--- config.mk ---
export PLATFORM = sky130hd
export DESIGN_NAME = gh_parity_unit_serial
export DESIGN_NICKNAME = d
export VERILOG_FILES = /design/src/rtl/gh_uart_pkg.sv /design/src/rtl/gh_parity_unit_serial.sv
export SDC_FILE = /design/constraint.sdc
export NUM_CORES = 1
export LEC_CHECK = 0
export ABC_AREA = 1
export CORE_MARGIN = 2
export CORE_UTILIZATION = 40
export DETAILED_ROUTE_END_ITERATION = 10
export GPL_TIMING_DRIVEN = 0
export PLACE_DENSITY_LB_ADDON = 0.3
export SLEW_MARGIN = 20
export SYNTH_ARGS = -nofsm -noshare
export SYNTH_HDL_FRONTEND = slang
export SYNTH_SLANG_ARGS = --single-unit
--- constraint.sdc ---
create_clock -name clk -period 2.2 [get_ports clk]
set_input_delay 0.22 -clock clk [delete_from_list [all_inputs] [get_ports clk]]
set_output_delay 0.22 -clock clk [all_outputs]
set_load 0.005 [all_outputs]
--- src/rtl/gh_uart_pkg.sv ---
// Shared UART types and helpers: parity FSM states and the parity-bit rule
// used by both the serial parity unit and the TX/RX checkers.
package gh_uart_pkg;

   typedef enum logic [1:0] {P_IDLE, P_DATA, P_PARITY} parity_state_t;

   localparam int DEFAULT_MAX_BITS = 8;

   // Even parity means the parity bit equals the XOR of the data bits.
   function automatic logic parity_bit(input logic acc, input logic eps,
                                       input logic stick, input logic pen);
      if (!pen)
         return 1'b0;
      else if (stick)
         return ~eps;
      else if (eps)
         return acc;
      else
         return ~acc;
   endfunction

endpackage

--- src/rtl/gh_parity_unit_serial.sv ---
// Bit-serial parity generator/checker shared by the UART TX serialiser and
// RX deserialiser; accumulates one word of programmable length.
module gh_parity_unit_serial
   import gh_uart_pkg::*;
#(
   parameter int MAX_BITS = DEFAULT_MAX_BITS,
   parameter int CNT_W    = $clog2(MAX_BITS + 1)
) (
   input  logic             clk,
   input  logic             rst_n,
   input  logic             srst,
   input  logic             start,
   input  logic [CNT_W-1:0] word_len,
   input  logic             pen,
   input  logic             eps,
   input  logic             stick,
   input  logic             sd,
   input  logic             d,
   input  logic             chk,
   input  logic             pbit,
   output logic             q,
   output logic             q_valid,
   output logic             busy,
   output logic             done,
   output logic             par_err,
   output logic [CNT_W-1:0] bit_cnt
);

   localparam logic [CNT_W-1:0] MAX_LEN = CNT_W'(MAX_BITS);

   parity_state_t    r_state;
   logic             r_acc;
   logic             r_pen;
   logic             r_eps;
   logic             r_stick;
   logic             r_done;
   logic             r_par_err;
   logic [CNT_W-1:0] r_cnt;
   logic [CNT_W-1:0] r_len;

   logic [CNT_W-1:0] w_len_in;
   logic [CNT_W-1:0] w_cnt_next;
   logic             w_q;

   // Out-of-range lengths fall back to a full-width word.
   assign w_len_in   = (word_len == '0 || word_len > MAX_LEN) ? MAX_LEN : word_len;
   assign w_cnt_next = (r_cnt < r_len) ? r_cnt + 1'b1 : r_cnt;
   assign w_q        = parity_bit(r_acc, r_eps, r_stick, r_pen);

   always_ff @(posedge clk or negedge rst_n) begin
      if (!rst_n) begin
         r_state   <= P_IDLE;
         r_acc     <= 1'b0;
         r_cnt     <= '0;
         r_done    <= 1'b0;
         r_par_err <= 1'b0;
         r_pen     <= 1'b0;
         r_eps     <= 1'b0;
         r_stick   <= 1'b0;
         r_len     <= MAX_LEN;
      end else if (srst) begin
         r_state   <= P_IDLE;
         r_acc     <= 1'b0;
         r_cnt     <= '0;
         r_done    <= 1'b0;
         r_par_err <= 1'b0;
         r_pen     <= 1'b0;
         r_eps     <= 1'b0;
         r_stick   <= 1'b0;
         r_len     <= MAX_LEN;
      end else begin
         r_done <= 1'b0;
         // start overrides any sample or check arriving in the same cycle.
         if (start) begin
            r_state <= P_DATA;
            r_acc   <= 1'b0;
            r_cnt   <= '0;
            r_pen   <= pen;
            r_eps   <= eps;
            r_stick <= stick;
            r_len   <= w_len_in;
         end else begin
            case (r_state)
               P_DATA: begin
                  if (sd) begin
                     r_acc <= r_acc ^ d;
                     r_cnt <= w_cnt_next;
                     if (w_cnt_next == r_len) begin
                        if (r_pen) begin
                           r_state <= P_PARITY;
                        end else begin
                           r_state <= P_IDLE;
                           r_done  <= 1'b1;
                        end
                     end
                  end
               end
               P_PARITY: begin
                  if (chk) begin
                     if (pbit != w_q)
                        r_par_err <= 1'b1;
                     r_done  <= 1'b1;
                     r_state <= P_IDLE;
                  end
               end
               default: begin
               end
            endcase
         end
      end
   end

   assign q       = w_q;
   assign q_valid = (r_state == P_PARITY);
   assign busy    = (r_state != P_IDLE);
   assign done    = r_done;
   assign par_err = r_par_err;
   assign bit_cnt = r_cnt;

endmodule

; After elaboration in Yosys (flattened, before gate mapping)
; Cells that the tools add are included.
[word_totals]
latchBits = 0
regBits = 16
memories = 0
rom_bits = 0
output_inout_bits = 9
mem_bits_rw = 0
[classes]
n_mux = 40
n_shift = 0
multipliers = 0
bitwise = 3
n_reduce_logical = 13
n_eq_ne = 8
n_div = 0
n_addsub = 1
order_cmp = 2
[ops]
columns = cell, count
row1 = 4-bit 2-to-1 mux, 8
row2 = 1-bit 2-to-1 mux, 24
row3 = 2-bit 2-to-1 mux, 6
row4 = "4-bit != test, second input constant", 3
row5 = 2-bit nonzero test, 5
row6 = 4-bit AND reduction, 2
row7 = 3-bit nonzero test, 2
row8 = "4-bit by 1-bit adder with 4-bit output, second input constant", 1
row9 = 4-bit equality test, 1
row10 = "4-bit > comparator, second input constant", 1
row11 = 4-bit zero test, 1
row12 = 4-bit less-than comparator, 1
row13 = 2-bit case mux with 2 select lines, 1
row14 = 4-bit nonzero test, 1
row15 = "2-bit by 1-bit equality test with 1-bit output, second input constant", 1
row16 = "2-bit equality test, second input constant", 1
row17 = "2-bit != test, second input constant", 1
row18 = 1-bit inverter, 2
row19 = 1-bit case mux with 2 select lines, 1
row20 = 2-bit AND reduction, 1
row21 = 1-bit logical OR, 1
row22 = 1-bit != test, 1
row23 = 1-bit XOR, 1

; Logic depth before layout (Yosys ltp)
[depth]
ltp_word = 10
depth_mapped = 17
depth_no_buf = 17

; Least setup slack after synthesis
; Ideal clock, no wire load.
[synth_timing]
path_kind = register to register
from = reg r_len[3]
to = reg r_state[0]
n_path_buf = 0
required_ps = 2079
path_slack_ps = 233
stages_incl_launch_ff = 16
arrival_time_ps = 1847
period_less_slack_ps = 1967
setup_time_ps = 121
path_cell_list = dfstp_2 -> inv_1 -> ha_1 -> a21o_1 -> inv_2 -> nand2_8 -> nand2_4 -> nand2_1 -> nand2_1 -> nand2_1 -> nor2_2 -> nand2_1 -> nand2_2 -> nand3_2 -> nand2_1 -> o21ai_1
[synth_between]
elab_chain_len = 5
[synth_rtl]
columns = element, line
row1 = "start, declared", gh_parity_unit_serial.sv:39  ; logic [CNT_W-1:0] r_len;
row2 = "start signal, assigned", gh_parity_unit_serial.sv:81  ; r_len <= w_len_in;
row3 = 4-bit less-than comparator, gh_parity_unit_serial.sv:47  ; assign w_cnt_next = (r_cnt < r_len) ? r_cnt + 1'b1 : r_cnt;
row4 = 4-bit 2-to-1 mux, gh_parity_unit_serial.sv:47
row5 = 4-bit equality test *, gh_parity_unit_serial.sv:88  ; if (w_cnt_next == r_len) begin
row6 = 4-bit != test (no source line) *, -
row7 = 4-bit AND reduction (no source line) *, -
row8 = "end signal, assigned", gh_parity_unit_serial.sv:52  ; r_state <= P_IDLE;
row9 = "end signal, assigned", gh_parity_unit_serial.sv:90  ; r_state <= P_PARITY;
row10 = "end signal, assigned", gh_parity_unit_serial.sv:92  ; r_state <= P_IDLE;
row11 = "end, declared", gh_parity_unit_serial.sv:31  ; parity_state_t r_state;
; Mark *: on every way between the ends. The rest lies on a longest branch, timed or not.
; A chain may end at the register's enable or synchronous reset.

; Final worst setup path
; Same ends and word-level chain as after synthesis.

==> reports/qor.txt <==
status = complete, no violations
hpwl dp = 1900 um
Post-synth ARST share = 100%
CP endpoint kind = register
Area growth syn-to-layout = 27.8%
Net Sw Power = 0.000260 W
commonest non-fill, non-tap cell in the layout = nand2_1
H-Tree Depth = 1
clk sink count = 16
CP Class = register to register
EDFF count, synth = 0
initial antenna violation count = 0
post-synth cell types = 24
Die Ht = 57.0 um
sequential share of power = 42.9%
Critical Path AT = 2.19 ns
CTS clk-pin slew, worst paths = 0.10 ns
Hold Path Class = input port to asynchronous set/reset pin
multiplexer share of the synthesized area = 0%
YS warnings = 0
unrepaired setup endpoints after global routing = false
Num CTS Buffers = 3
CTS tree = yes
XOR/XNOR Fraction of Synth Area = 2.34%
Worst setup SP type = register
sw frac = 33.6%
CTS max path bufs = 2
Seq/Total Area, Yosys = 35.7%
slowest cell on the critical path = dfstp_2
clock share of power = 20.7%
total of max-cap violations = 0
Least-Margin Pin Slew = 0.720 ns
Static Leakage = 0.672 nW
CP bufs+invs = 2
Final Skew = 0.00575 ns
period utilization = 91.8%
grt ovf = 0
share of cells above drive strength 1 = 15.7%
fillcell total = 266
row count = 19
Clock Latency Late Sink = 0.28 ns
DRC = 0
max_slew headroom = 51.9%
most frequent cells in the layout = nand2_1, clkdlybuf4s50_1, inv_1
setup_tns = 0 ns
routability cong. = 0.805
IO Pins = 24
DRT Pass-1 Iters = 4
crit-path cells = inv_2, ha_4, a21o_1, inv_4, nand3_1, nand3_2, nand2_2, nor2_2, nand2_1, nand2_2, nand3_2, nand2_1, o21ai_1
final wirelength = 2330 um
Clock Tree Root = clkbuf_4
delay-heaviest family, CP = simple AND/OR/NAND/NOR gates
Mapped Nets = 167
maximum VDD drop = 0.000412 V
Internal Power = 0.000515 W
WHS = 0.359 ns
final hold vios = 0
post-route ant nets = 0
WP data required = 2.37 ns
GRT Total Usage = 15.5%
core area = 0.00271 mm2
Final setup viols = 0
Mapped Area = 0.00112 mm2
Synth Area in Compound Gates = 9.01%
buffers added on ports = 23
vias in the first global route = 977
Iteration-0 DRC Markers = 16
post-CTS setup buffers = 0
global-route wire length before repair = 4070 um
Mapped Cells = 145
WL/cell = 11.5 um
post-layout min period = 2.02 ns
Avg Cell Area, Syn = 7.76 um2
largest family of logic cells by synthesized area = simple AND/OR/NAND/NOR gates
Post-Synth Simple-Gate Area = 35.8%
Initial Utilization = 41.5%
Die Wd = 57.0 um
largest net degree at the start of global routing = 17
Pins Over Slew Limit = 0
n_diodes = 0
Vias = 1025
critical-path maximum fanout = 7
Max stage delay on crit path = 0.58 ns
Finished Core Util = 53.0%
P per Cell Area = 540 mW/mm2
post-DR vias/cell = 5.05
Comb power frac = 36.4%
nets = 195
Synth Area in Adders = 7.79%
top_reg_cell synth = dfrtp_1
#FFs+latches synth = 16
die area = 0.00325 mm2
Max Freq = 0.495 GHz
==> cell families (layout without fill, tap and decap cells) <==
kind of cell / Yosys count / after routing
compound gates: 17 / 17
flops: 16 / 16
fa+ha+maj: 7 / 7
simple gates: 74 / 74
xor+xnor: 3 / 3
buf+inv: 28 / 55
==> timing repair <==
item / 4_1_cts / 5_1_grt
pin swaps: 0 / 1
gates resized for setup: 1 / 3
endpoints found under the setup margin: 1 / 2
gates cloned: 0 / 0
hold buffers: 0 / 0
==> path summary, 6_finish.rpt <==
kind | start | depth (start not counted) | end | slack [ns]
max | r_len[3]$_DFFE_PN1N_ | 13 | r_state[0]$_DFFE_PN0P_ | 0.18
min | rst_n | 1 | r_state[1]$_DFFE_PN0P_ | 0.36
max reg2reg | r_len[3]$_DFFE_PN1N_ | 13 | r_state[0]$_DFFE_PN0P_ | 0.18
min reg2reg | par_err$_DFFE_PN0P_ | 2 | par_err$_DFFE_PN0P_ | 0.53
max in group asynchronous | rst_n | 1 | r_len[0]$_DFFE_PN0N_ | 1.38
min in group clk | stick | 3 | r_stick$_DFFE_PN0N_ | 0.48
==> flip-flops by register name, summed over array words and instances, names as in the netlist <==
name and count:
r_len 4, par_err 1, r_eps 1, done 1, bit_cnt 4, r_stick 1
r_state 2, r_pen 1, r_acc 1
==> synthesized netlist by cell type (all sizes together) (2+ instances only) <==
library cell	n	area (um2)
nand2	42	223
inv	27	101
nand3	20	120
dfrtp	15	375
ha	7	87.6
o21ai	7	35.0
nor2	6	25.0
nand4	4	25.0
o22ai	4	25.0
a21oi	3	15.0
nor3	2	10.0
xor2	2	17.5
==> final cells by class <==
class | count | area [um2] | share of cell area (%)
Multi-Input combinational cell | 101 | 633 | 44.0
Sequential cell | 16 | 402 | 27.9
Timing Repair Buffer | 23 | 230 | 16.0
Inverter | 28 | 108 | 7.48
Tap cell | 31 | 38.8 | 2.70
Clock buffer | 4 | 26.3 | 1.83
==> power groups by stage <==
stage                     clock network [W]  logic (W)  registers (W)
final                              0.000160   0.000282       0.000333
after global routing               0.000184   0.000321       0.000336
after CTS                          0.000164   0.000282       0.000333
after detailed placement                  0   0.000280       0.000339
after global placement                    0   0.000276       0.000338
after floorplan                           0   0.000184       0.000334
==> worst reg2reg max path: cells and delay by family, from the launching register on <==
kind / cells / cell delay, ns
AO/OA/AOI/OAI: 2 / 0.24
adder cells (fa/ha/maj): 1 / 0.21
buffers and inverters: 2 / 0.19
flip-flops: 1 / 0.58
AND/OR/NAND/NOR: 8 / 0.70
==> metrics by stage <==
stage | setup WS, ns | area [um2] | total power [W] | std cells
6_report | 0.181 | 1440 | 0.000776 | 203
3_3_place_gp | 0.0643 | 1390 | 0.000613 | 199
4_1_cts | 0.0395 | 1420 | 0.000779 | 203
2_1_floorplan | 0.233 | 1120 | 0.000519 | 145
3_5_place_dp | 0.0150 | 1390 | 0.000619 | 199
5_1_grt | 0.0119 | 1440 | 0.000841 | 203
==> layer usage <==
layer | track usage, % | routed length [um] | vias to the layer above
met5 | 0 | 0 | -
met4 | 3.99 | 9 | 0
met3 | 2.72 | 62 | 2
met2 | 27.3 | 1150 | 19
met1 | 19.7 | 1110 | 479
li1 | - | - | 525
Note: power is estimated with default switching activity, not from simulation.
